===== config.mk =====
export PLATFORM = sky130hd
export DESIGN_NAME = onehot_reducer_flat
export DESIGN_NICKNAME = d
export VERILOG_FILES = /design/src/rtl/onehot_reducer_if.sv /design/src/rtl/onehot_reducer.sv /design/src/flat_wrapper.sv
export SDC_FILE = /design/constraint.sdc
export NUM_CORES = 1
export LEC_CHECK = 0
export CAP_MARGIN = 20
export CORE_AREA = 2 2 39 41
export DETAILED_ROUTE_END_ITERATION = 8
export DIE_AREA = 0 0 41 43
export PLACE_DENSITY = 0.67
export SETUP_SLACK_MARGIN = 0.1
export SYNTH_ARGS = -nofsm -noshare
export SYNTH_HDL_FRONTEND = slang
export SYNTH_SLANG_ARGS = --single-unit

===== constraint.sdc =====
create_clock -name clk -period 1.1 [get_ports clk]
set_input_delay 0.165 -clock clk [delete_from_list [all_inputs] [get_ports clk]]
set_output_delay 0.165 -clock clk [all_outputs]
set_load 0.01 [all_outputs]

===== src/rtl/onehot_reducer_if.sv =====
// onehot_reducer_if: seed/start request and valid/ready result bus of onehot_reducer
interface onehot_reducer_if #(parameter int WIDTH = 4, parameter int STEP_W = $clog2(WIDTH));
    logic              start;
    logic [WIDTH-1:0]  din;
    logic              busy;
    logic              out_valid;
    logic              out_ready;
    logic [WIDTH-1:0]  dout;
    logic [STEP_W-1:0] steps;
    logic              err;
    modport master (output start, din, out_ready, input busy, out_valid, dout, steps, err);
    modport slave  (input start, din, out_ready, output busy, out_valid, dout, steps, err);
endinterface


===== src/rtl/onehot_reducer.sv =====
// onehot_reducer: clears the lowest set bit of a seed each cycle until one-hot, then hands it out.
// ONEHOT_REDUCER_ZERO_ERR_EN: zero seed yields err=1/dout=0 instead of being forced to 1.
module onehot_reducer #(
    parameter int WIDTH  = 4,
    parameter int STEP_W = $clog2(WIDTH)
) (
    input logic clk,
    input logic rst,
    onehot_reducer_if.slave bus
);
    typedef enum logic [1:0] {IDLE, RUN, DONE} state_t;
    state_t            state, state_n;
    logic [WIDTH-1:0]  a, a_n;
    logic [STEP_W-1:0] cnt, cnt_n;
    logic              onehot;
    assign onehot = (a != '0) && ((a & (a - WIDTH'(1))) == '0);
    always_ff @(posedge clk or posedge rst) begin
        if (rst) begin
            state <= IDLE;
            a     <= '0;
            cnt   <= '0;
        end else begin
            state <= state_n;
            a     <= a_n;
            cnt   <= cnt_n;
        end
    end
    always_comb begin
        state_n = state;
        a_n     = a;
        cnt_n   = cnt;
        case (state)
            IDLE: if (bus.start) begin
`ifdef ONEHOT_REDUCER_ZERO_ERR_EN
                a_n = bus.din;
`else
                a_n = (bus.din == '0) ? WIDTH'(1) : bus.din;
`endif
                cnt_n   = '0;
                state_n = RUN;
            end
            RUN: if (onehot || a == '0) state_n = DONE;
            else begin
                a_n   = a & (a - WIDTH'(1));
                cnt_n = cnt + STEP_W'(1);
            end
            DONE: if (bus.out_ready) state_n = IDLE;
            default: state_n = IDLE;
        endcase
    end
    assign bus.busy      = state != IDLE;
    assign bus.out_valid = state == DONE;
    assign bus.dout      = a;
    assign bus.steps     = cnt;
`ifdef ONEHOT_REDUCER_ZERO_ERR_EN
    logic err_q;
    always_ff @(posedge clk or posedge rst) begin
        if (rst) err_q <= 1'b0;
        else if (state == RUN && a == '0) err_q <= 1'b1;
        else if (state == DONE && bus.out_ready) err_q <= 1'b0;
    end
    assign bus.err = err_q;
`else
    assign bus.err = 1'b0;
`endif
endmodule


===== src/flat_wrapper.sv =====
// flat-port wrapper written by rule: the top's interface ports become plain ports
module onehot_reducer_flat 
#(
    parameter int WIDTH  = 4,
    parameter int STEP_W = $clog2(WIDTH)
)
  (clk, rst, bus_start, bus_din, bus_out_ready, bus_busy, bus_out_valid, bus_dout, bus_steps, bus_err);
  onehot_reducer_if #(.WIDTH(WIDTH), .STEP_W(STEP_W)) bus_i ();
  input logic clk;
  input logic rst;
  input wire logic [$bits(bus_i.start)-1:0] bus_start;
  input wire logic [$bits(bus_i.din)-1:0] bus_din;
  input wire logic [$bits(bus_i.out_ready)-1:0] bus_out_ready;
  output wire logic [$bits(bus_i.busy)-1:0] bus_busy;
  output wire logic [$bits(bus_i.out_valid)-1:0] bus_out_valid;
  output wire logic [$bits(bus_i.dout)-1:0] bus_dout;
  output wire logic [$bits(bus_i.steps)-1:0] bus_steps;
  output wire logic [$bits(bus_i.err)-1:0] bus_err;
  assign bus_i.start = bus_start;
  assign bus_i.din = bus_din;
  assign bus_i.out_ready = bus_out_ready;
  assign bus_busy = bus_i.busy;
  assign bus_out_valid = bus_i.out_valid;
  assign bus_dout = bus_i.dout;
  assign bus_steps = bus_i.steps;
  assign bus_err = bus_i.err;
  onehot_reducer #(.WIDTH(WIDTH), .STEP_W(STEP_W)) u_core (.clk(clk), .rst(rst), .bus(bus_i));
endmodule

# After elaboration in Yosys (flattened, before gate mapping)
# Cells that the tools add are included.
# totals
register_bits	8
in_bits	8
# classes
eq_ne	6
n_bitwise	1
n_addsub	2
muxes	11
n_reduce_logical	11
# ops
operator	count
zero test 4 bit	3
two-way mux 4 bit	3
two-way mux 2 bit	5
case mux 4 bit (2 select lines)	1
!= test 2 bit (second input constant)	3
case mux 2 bit (3 select lines)	1
AND reduction 3 bit	2
bitwise AND 4 bit	1
case mux 2 bit (2 select lines)	1
nonzero test 2 bit	2
nonzero test 4 bit	1
subtractor 4 x 1 -> 4 bit (second input constant)	1
adder 2 x 1 -> 2 bit (second input constant)	1
equality test 2 x 1 -> 1 bit (second input constant)	1
equality test 2 bit (second input constant)	1
zero test 2 bit	1
!= test 2 x 1 -> 1 bit (second input constant)	1
logical AND 1 bit	1
logical OR 1 bit	1

# Depth between registers and ports, before layout
# depth
depth_word	7
mapped_depth	4
mapped_depth_nobuf	3

# Worst setup path before layout
# OpenSTA, ideal clock, no wires.
# synth_path
kind	reg2reg
from	reg u_core.a[1] (netlist: u_core.bus.dout[1])
to	reg u_core.cnt[1] (netlist: u_core.bus.steps[1])
setup_time_ns	0.080
arrival_ns	1.217
path_stages_with_launch	4
required_ns	1.020
path_buffers	0
setup_slack_ns	-0.197
synth_period_minus_slack_ns	1.297
cell_sequence	dfrtp_1 -> or3_1 -> a41o_1 -> o211ai_2
# synth_via
elab_chain_len	7
word_cells_on_any_way	9
classes_between	add/sub (1); eq/ne (1); bitwise (1); reduce/logical (6)
# synth_lines
item	line_no	text
start: declaration	onehot_reducer.sv:13	logic [WIDTH-1:0] a, a_n;
start signal: assignment	onehot_reducer.sv:24	a <= a_n;
subtractor 4 x 1 -> 4 bit	onehot_reducer.sv:16	assign onehot = (a != '0) && ((a & (a - WIDTH'(1))) == '0);
bitwise AND 4 bit	onehot_reducer.sv:16	
zero test 4 bit	onehot_reducer.sv:16	
logical AND 1 bit	onehot_reducer.sv:16	
logical OR 1 bit *	onehot_reducer.sv:42	RUN: if (onehot || a == '0) state_n = DONE;
!= test 2 bit (no line) *	n/a	
AND reduction 3 bit (no line) *	n/a	
end signal: assignment	onehot_reducer.sv:25	cnt <= cnt_n;
end: declaration	onehot_reducer.sv:14	logic [STEP_W-1:0] cnt, cnt_n;
# Mark *: on every way between the ends. The rest lies on a longest branch, timed or not.
# A chain may end at the register's enable or synchronous reset.

# Worst setup path after layout
# layout_path
from	reg u_core.a[3] (netlist: u_core.bus.dout[3])
to	reg u_core.cnt[0] (netlist: u_core.bus.steps[0])
# The elaborated chain is that of the path after synthesis.

==> results_dict.tcl <==
set metrics [dict create \
    fin_ws_ns -0.232 \
    leakage_nw 0.426 \
    max_stage_delay_ns 0.40 \
    post_drt_wl_per_cell_um 13.6 \
    startpoint_type "flip-flop" \
    rsz0062_at_grt "true" \
    timing.fmax_mhz 751 \
    start_util_pct 33.1 \
    place_ws_ns -0.305 \
    wl_mm 1.40 \
    outcome "complete, but fails checks" \
    rows 14 \
    root_buffer "clkbuf_4" \
    yosys_warnings 0 \
    layout-drive-gt1-share_pct 58.6 \
    clk_latency_ns 0.28 \
    drc 0 \
    cp-end-kind "flip-flop" \
    grt_overflow_total 0 \
    violations "negative setup slack" \
    numClockSinks 8 \
    nFillCells 112 \
    grt_pass1_wl_mm 2.03 \
    synth_cells 47 \
    dr.pass1.iters 4 \
    period_needed_ns 1.33 \
    syn_nets 55 \
    crit_type "flip-flop to flip-flop" \
    final.setup.tns_ns -1.83 \
    hpwl_um 843 \
    crit_start "u_core.bus.dout[3]$_DFFE_PP0P_" \
    dieArea_sq_um 1760 \
    antenna_cells 0 \
    vias 517 \
    min_path_type "primary input to async pin" \
    nets 96 \
    skew_ns 0.00961 \
    antenna_found_initial 0 \
    io_pins 17 \
    avgViaCountPerCell 5.02 \
    h-tree-depth 1 \
    yosys.area.top_type "dfrtp_1" \
    ys_types 26 \
    syn2layout_area_growth_pct 94.8 \
    fp.dieH_um 43 \
    synth_ff_type "dfrtp_1" \
    avgSynthCellArea_sq_um 9.74 \
    place_area_sq_um 709 \
    drv_cap 0 \
    dieWidth_um 41 \
    multi_input_area_sq_um 280 \
    rr_startpoint "u_core.bus.dout[3]$_DFFE_PP0P_" \
    dp.cells 88 \
    grtUsageTotal_pct 18.2 \
    core_sq_um 1380 \
    p_per_area_nw_per_um2 2890 \
    yosysMostFrequentCell "dfrtp_1" \
    clk_pin_slew_ns 0.07 \
    synth_commonest_cells "dfrtp_1, nand2_1, o21ai_1" \
    ant_nets 0 \
    grt_pass1_vias 466 \
    period_share_pct 121 \
    cts_hold_buf 0 \
    io_buffers 15 \
    hold_viol_final 0 \
    yosys_register_bits 8 \
    ys_seq_area_share_pct 43.7 \
    crit_slowest_cell "dfrtp_1" \
    ys_async_sr_fraction_pct 100 \
    cp_max_fo 5 \
    crit_chain "buf_6, or3_4, and4_4, mux2i_1" \
    netlist_area_sq_um 458 \
    worstPathArrival_ns 1.48 \
    whs_ns 0.129 \
    maxSlewViolCount 0 \
    setup_viol 13 \
    cts_buffers 3 \
    synthTopCellsByArea "dfrtp_1, nand2_1, o211ai_2, o21ai_1, nand2b_1" \
    clockBufferDepth 2 \
    first_iter_violations 5 \
    cts_tree "built" \
    grt_max_degree 9 \
    fin_cells 103 \
    irDropWorstVdd_mv 1.11 \
    synth-edff-count 0 \
    cp_data_required_time_ns 1.25 \
    netlist.area_leader.share_pct 43.7 \
    fin_area_sq_um 892 \
    regArea_sq_um 204 \
    gp_congestion 0.748 \
]
==> routing by layer <==
metal  up-vias  GRT usage [%]  part of all wire, %
li1        250              -                    -
met1       240           25.4                   45
met2        22           22.8                   48
met3         5           1.57                  4.1
met4         0           18.0                  3.8
met5         -              0                    0
==> critical path, delay by kind of cell (launching register included) <==
kind | cells | cell delay, ns
AND/OR/NAND/NOR | 2 | 0.55
flip-flops | 1 | 0.40
buffers and inverters | 1 | 0.13
multiplexers | 1 | 0.12
==> flip-flops by register name (all words and copies together), names as in the netlist <==
| signal | cells |
|---|---|
| u_core.bus.dout | 4 |
| u_core.bus.steps | 2 |
| u_core.state | 2 |
==> cell type report <==
cell class                      instances  area share, %
Sequential cell                         8           22.9
Multi-Input combinational cell         35           31.4
Inverter                                2          0.842
Clock buffer                            4           2.95
Timing Repair Buffer                   38           39.7
Tap cell                               16           2.24
==> logic make-up after synthesis <==
group,count (synthesis),share of synthesized area [%]
AND/OR/NAND/NOR,20,26.5
other,1,0.819
AO/OA/AOI/OAI,12,20.5
flip-flops,8,43.7
adder cells (fa/ha/maj),1,2.19
buffers and inverters,4,4.10
multiplexers,1,2.19
==> worst paths after layout <==
| path | to | slack, ns | cells after the start |
|---|---|---|---|
| worst max-delay path | u_core.bus.steps[0]$_DFFE_PP0P_ | -0.23 | 4 |
| worst min-delay path | u_core.bus.dout[3]$_DFFE_PP0P_ | 0.13 | 2 |
| worst max register to register | u_core.bus.steps[0]$_DFFE_PP0P_ | -0.23 | 4 |
| worst min register to register | u_core.bus.steps[0]$_DFFE_PP0P_ | 0.57 | 2 |
| max in group asynchronous | u_core.bus.dout[2]$_DFFE_PP0P_ | 0.72 | 2 |
| min in group clk | u_core.bus.dout[2]$_DFFE_PP0P_ | 0.50 | 3 |
==> repair_timing <==
| action | CTS | global route |
|---|---|---|
| pin swaps | 9 | 3 |
| setup buffers | 11 | 4 |
| gates resized for setup | 51 | 10 |
| setup endpoints to repair | 16 | 14 |
==> cell usage in the layout, fill, tap and decap left out, types with 3 or more instances in the layout <==
master,n
dfrtp_1,5
buf_6,15
dfrtp_2,3
clkdlybuf4s50_1,7
clkbuf_4,3
o21ai_2,3
buf_4,14
nand2_1,6
==> where the power goes <==
part           total, W  internal, W  switching (W)
Clock          0.000271     0.000140       0.000130
Sequential     0.000567     0.000429       0.000138
Combinational   0.00174      0.00108       0.000662
Total           0.00258      0.00165       0.000930
==> stage by stage <==
step | utilization (%) | total power, W
floorplan | - | 0.00109
global placement | 51.3 | 0.00172
detailed placement | 51.3 | 0.00173
CTS | 61.2 | 0.00240
global route | 64.5 | 0.00273
finish | 64.5 | 0.00258
Power figures use the tool's default switching activity.
==> RTL edit 1: new RTL, config.mk and constraints unchanged <==
`WIDTH` is set to 4 in 3 places; all go to 2.
--- a/src/rtl/onehot_reducer_if.sv
+++ b/src/rtl/onehot_reducer_if.sv
@@ -1,5 +1,5 @@
 // onehot_reducer_if: seed/start request and valid/ready result bus of onehot_reducer
-interface onehot_reducer_if #(parameter int WIDTH = 4, parameter int STEP_W = $clog2(WIDTH));
+interface onehot_reducer_if #(parameter int WIDTH = 2, parameter int STEP_W = $clog2(WIDTH));
     logic              start;
     logic [WIDTH-1:0]  din;
     logic              busy;
--- a/src/rtl/onehot_reducer.sv
+++ b/src/rtl/onehot_reducer.sv
@@ -1,7 +1,7 @@
 // onehot_reducer: clears the lowest set bit of a seed each cycle until one-hot, then hands it out.
 // ONEHOT_REDUCER_ZERO_ERR_EN: zero seed yields err=1/dout=0 instead of being forced to 1.
 module onehot_reducer #(
-    parameter int WIDTH  = 4,
+    parameter int WIDTH  = 2,
     parameter int STEP_W = $clog2(WIDTH)
 ) (
     input logic clk,
--- a/src/flat_wrapper.sv
+++ b/src/flat_wrapper.sv
@@ -1,7 +1,7 @@
 // flat-port wrapper written by rule: the top's interface ports become plain ports
 module onehot_reducer_flat 
 #(
-    parameter int WIDTH  = 4,
+    parameter int WIDTH  = 2,
     parameter int STEP_W = $clog2(WIDTH)
 )
   (clk, rst, bus_start, bus_din, bus_out_ready, bus_busy, bus_out_valid, bus_dout, bus_steps, bus_err);
Ports: changed (resized bus_din, bus_dout and bus_steps); port bits go from 17 to 12. The function was not compared with the original's and may differ.
==> RTL edit 1 against the unedited design <==
Critical path type is now flop to output port; register-to-register slack better by 210 ps; cell area is 39% lower; worst setup slack better by 210 ps; via count is 42% lower; critical path depth is 1 lower; critical endpoint is now bus_out_valid; synthesized area is 41% lower; die area stayed put; power is 43% lower; highest routed layer unchanged; sequential cell count is 3 lower; routed wire length is 38% lower; largest power group unchanged; the run still ends with negative setup slack left; non-clock buffer count is 17 lower.
==> RTL edit 1: results (changes against the unedited design) <==
worst skew pair latency=240 ps (-40 ps); commonest cells in the netlist=dfrtp_1 (5), nand2_1 (3), nor2_1 (3), o21ai_0 (3); Setup violations, final=3 (-10); met3 Use GR=1.57% (unchanged); Placement Cell Area=443 µm² (-38%); Crit path max-delay family=flip-flops; Netlist cell types=18 (-31%); first-pass iteration count of the detailed router=3 (-1); cell-internal power=0.902 mW (-45%); Mapped Nets=36 (-35%); GPL Wtd Cong=0.695 (-7.1%); YS warnings=0 (unchanged); Filler cells=143 (+28%); Place WS=-140 ps (+165 ps); Total Routing Usage GR=11.1% (-7.1 points); violated checks=negative setup slack; proportion of layout cells with a drive suffix above 1=59.3% (+0.64 points); status=finished, violations left; mux contribution to synthesized area=9.26% (+7.1 points); wire per inst=12.5 µm (-8.4%); Synth Area in Compound Gates=15.7% (-4.8 points); met1 Resource Use GR=12.8% (-13 points); VDD IR max=0.000941 V (-15%); clock skew=0.961 ps (-8.65 ps); met3 WL post-DR=31 µm (-47%); vias in the first global route=319 (-32%); Worst EP arrival=960 ps (-520 ps); via count=301 (-42%); Port Buffer Count=10 (-5); Seq/Total Area, Yosys=46.3% (+2.6 points); Clk pwr share=14.2% (+3.7 points); post-synthesis adder-cell area fraction=0% (-2.2 points); Clock transition at path regs=40 ps (-30 ps); comb pwr=0.939 mW (-46%); first-pass GRT wire length=1.27 mm (-37%); nets@finish=61 (-36%); setup ws final=-26.5 ps (+205 ps); worst-path maximum fanout=2 (-3); static leakage=0.266 nW (-38%); largest net degree at the start of global routing=6 (-3); met2 routed wirelength=454 µm (-32%); HPWL after detailed placement=509 µm (-40%)
## RTL edit 1: timing repair
action                     in CTS  in global routing
pin swaps                       2                  5
gates resized for setup        25                 16
setup endpoints to repair       7                  6
buffers inserted                2                  1
## RTL edit 1: final timing paths
check | slack, ps | cells past startpoint | startpoint | endpoint
max | -30 | 3 | u_core.state[0]$_DFFE_PP0P_ | bus_out_valid
min | 130 | 2 | rst | u_core.bus.steps$_DFFE_PP0P_
max reg2reg | -20 | 4 | u_core.state[1]$_DFFE_PP0P_ | u_core.bus.dout[1]$_DFFE_PP0P_
min reg2reg | 550 | 2 | u_core.state[1]$_DFFE_PP0P_ | u_core.state[0]$_DFFE_PP0P_
max in group asynchronous | 800 | 2 | rst | u_core.bus.dout[1]$_DFFE_PP0P_
min in group clk | 440 | 3 | bus_start | u_core.bus.dout[1]$_DFFE_PP0P_
## RTL edit 1: layout make-up
class / count / share of cell area, %
Sequential cell: 5 / 23.1
Clock buffer: 4 / 4.86
Timing Repair Buffer: 21 / 33.1
Tap cell: 16 / 3.70
Multi-Input combinational cell: 21 / 33.1
Inverter: 3 / 2.08
## RTL edit 1: per-stage QoR
stage | total power [mW] | util (%) | std cells | setup TNS, ps | hold slack (ps)
finish | 1.46 | 39.1 | 70 | -56.3 | 131
global route | 1.56 | 39.1 | 70 | -182 | 158
CTS | 1.27 | 34.3 | 69 | -42.8 | 137
detailed placement | 1.03 | 32.0 | 63 | -530 | 396
global placement | 1.01 | 32.0 | 63 | -340 | 389
floorplan | 0.624 | - | 30 | 0 | -56.5
## RTL edit 1: worst register-to-register path: cells and delay by family, from the launching register on
family | cells | cell delay (ps)
buffers and inverters | 2 | 240
flip-flops | 1 | 380
multiplexers | 1 | 300
AND/OR/NAND/NOR | 1 | 80
==> RTL edit 2: new RTL, same settings <==
Made on the original files. Re-encode `state_t` (3 states) as one-hot, 3 bits wide.
--- a/src/rtl/onehot_reducer.sv
+++ b/src/rtl/onehot_reducer.sv
@@ -8,7 +8,7 @@
     input logic rst,
     onehot_reducer_if.slave bus
 );
-    typedef enum logic [1:0] {IDLE, RUN, DONE} state_t;
+    typedef enum logic [2:0] {IDLE = 3'b001, RUN = 3'b010, DONE = 3'b100} state_t;
     state_t            state, state_n;
     logic [WIDTH-1:0]  a, a_n;
     logic [STEP_W-1:0] cnt, cnt_n;
Function: no difference found for any inputs over 10 cycles, from zero or initial values and one cycle with rst high; not proved beyond that.
==> RTL edit 2 against the unedited design <==
The run still ends with negative setup slack left; routed wire length increased by 6.7%; sequential cell count grew 1; synthesized area up 5.2%; maximum frequency fell by 10%; worst setup slack got worse by 150 ps; power decreased by 0.19%; sequential share of layout area grew 3.0 points; largest cell class is now multi-input combinational cells; clock skew decreased by 4.0 ps; cell area is 0.14% lower.
==> RTL edit 2: results (changes against the unedited design) <==
Netlist cell types=24 (-7.7%); Total Routing Usage GR=19.1% (+0.95 points); clk root buf=clkbuf_4; max FFs per register=4 (unchanged); largest cells by area after synthesis=dfrtp_1 (42%), dfstp_2 (5.5%), nand3b_4 (4.2%), o21ai_0 (4.2%), nor2_1 (3.9%); clock skew=5.62 ps (-3.99 ps); largest net degree at the start of global routing=10 (+1); first-pass GRT wire length=2.28 mm (+13%); vias in the first global route=551 (+18%); Clock transition at path regs=60 ps; nets@finish=93 (-3.1%); number of diodes=0 (unchanged); YS warnings=0 (unchanged); Startpoint Class=flop; first-pass iteration count of the detailed router=4 (unchanged); initial antenna violation count=0 (unchanged); Worst EP arrival=1630 ps (+150 ps); wire per inst=14.9 µm (+9.9%); R2R Setup Slk=-380 ps (-150 ps); Worst R2R Path Depth=6 (+2); Iter 0 DRT Violations=8 (+3); HP Class=primary input to async pin; CTS Buf Count=3 (unchanged); GRT Residual Overflow=0 (unchanged); Longest Clk Path Bufs=2 (unchanged); via count=513 (-0.77%); Mapped Nets=55 (unchanged); Port Buffer Count=15 (unchanged); proportion of layout cells with a drive suffix above 1=59.5% (+0.90 points); final wirelength=1.49 mm (+6.7%); Filler cells=124 (+11%); reg2reg end=u_core.bus.dout[1]$_DFFE_PP0P_; r2r startpoint=u_core.state[0]$_DFFE_PP1P_; worst-path maximum fanout=4 (-1); GPL Wtd Cong=0.762 (+1.8%); setup ws final=-382 ps (-150 ps); worst skew pair latency=270 ps; Setup violations, final=12 (-1); placed cell count=89 (+1.1%); WHS=155 ps (+26.3 ps); Main synth FF type=dfrtp_1; status=finished, violations left; Seq/Total Area, Yosys=47.0% (+3.3 points); HPWL after detailed placement=991 µm (+18%); VDD IR max=0.00138 V (+24%); commonest cells in the netlist=dfrtp_1 (8), nor2_1 (5), nand2_1 (4), o21ai_0 (4); EDFF count, synth=0 (unchanged); static leakage=0.426 nW (about the same); violated checks=negative setup slack
-- RTL edit 2: cell count changes after synthesis, sizes merged, moves of 2 or more --
cell | before | now
a211oi | 0 | 2
a22o | 0 | 2
or3 | 3 | 0
nor2 | 0 | 5
nand2 | 7 | 4
o211ai | 3 | 0
a21oi | 0 | 3
-- RTL edit 2: report_power, final --
part	internal (mW)	total, mW	switching (mW)
registers	0.495	0.635	0.139
logic	0.967	1.68	0.718
clock network	0.140	0.256	0.117
-- RTL edit 2: critical path, stage by stage (launching register included) --
cell and delay (ps):
dfstp_2 530, buf_6 120, nand3b_4 100, a21oi_4 200
buf_4 150, nand2_1 50, a22o_1 200
-- RTL edit 2: per-layer routing --
metal | global-route usage, % | wire length (µm) | up-vias
li1 | - | - | 244
met1 | 22.6 | 579 | 248
met2 | 32.2 | 821 | 17
met3 | 3.14 | 67 | 4
met4 | 8.00 | 25 | 0
met5 | 0 | 0 | -
-- RTL edit 2: cell families after synthesis --
family / Yosys count / synth area share (%)
AOI/OAI and AO/OA: 14 / 20.0
buffers and inverters: 4 / 3.90
DFF: 9 / 47.0
muxes: 1 / 2.34
other: 1 / 0.778
and+or+nand+nor: 18 / 26.0
-- RTL edit 2: how the worst max path moves through the flow --
stage,slack [ps],endpoint
floorplan,-270,u_core.bus.dout[3]$_DFFE_PP0P_
global placement,-470,bus_busy
detailed placement,-490,bus_busy
CTS,-360,bus_busy
global route,-410,u_core.bus.dout[1]$_DFFE_PP0P_
finish,-380,u_core.bus.dout[1]$_DFFE_PP0P_
-- RTL edit 2: what timing repair did --
action	CTS	global route
resized for setup	49	2
setup buffers	4	3
hold buffers	0	0
pin swaps	10	4
setup endpoints to repair	17	15
-- RTL edit 2: final cells by class --
| class | instances | area (µm²) | area share, % |
|---|---|---|---|
| inverters | 3 | 11.3 | 1.26 |
| multi-input cells | 34 | 310 | 34.8 |
| repair buffers | 34 | 293 | 32.9 |
| flip-flops and latches | 9 | 230 | 25.8 |
| clock buffers | 4 | 26.3 | 2.95 |
| well taps | 16 | 20.0 | 2.25 |
-- RTL edit 2: metrics by stage --
| step | setup slack (ps) | TNS (ps) | area [µm²] | power, mW |
|---|---|---|---|---|
| 2_1_floorplan | -265 | -1340 | 512 | 1.27 |
| 3_3_place_gp | -473 | -3540 | 764 | 1.92 |
| 3_5_place_dp | -488 | -3650 | 764 | 1.96 |
| 4_1_cts | -360 | -2810 | 858 | 2.43 |
| 5_1_grt | -414 | -3580 | 891 | 2.72 |
| 6_report | -382 | -3220 | 891 | 2.58 |
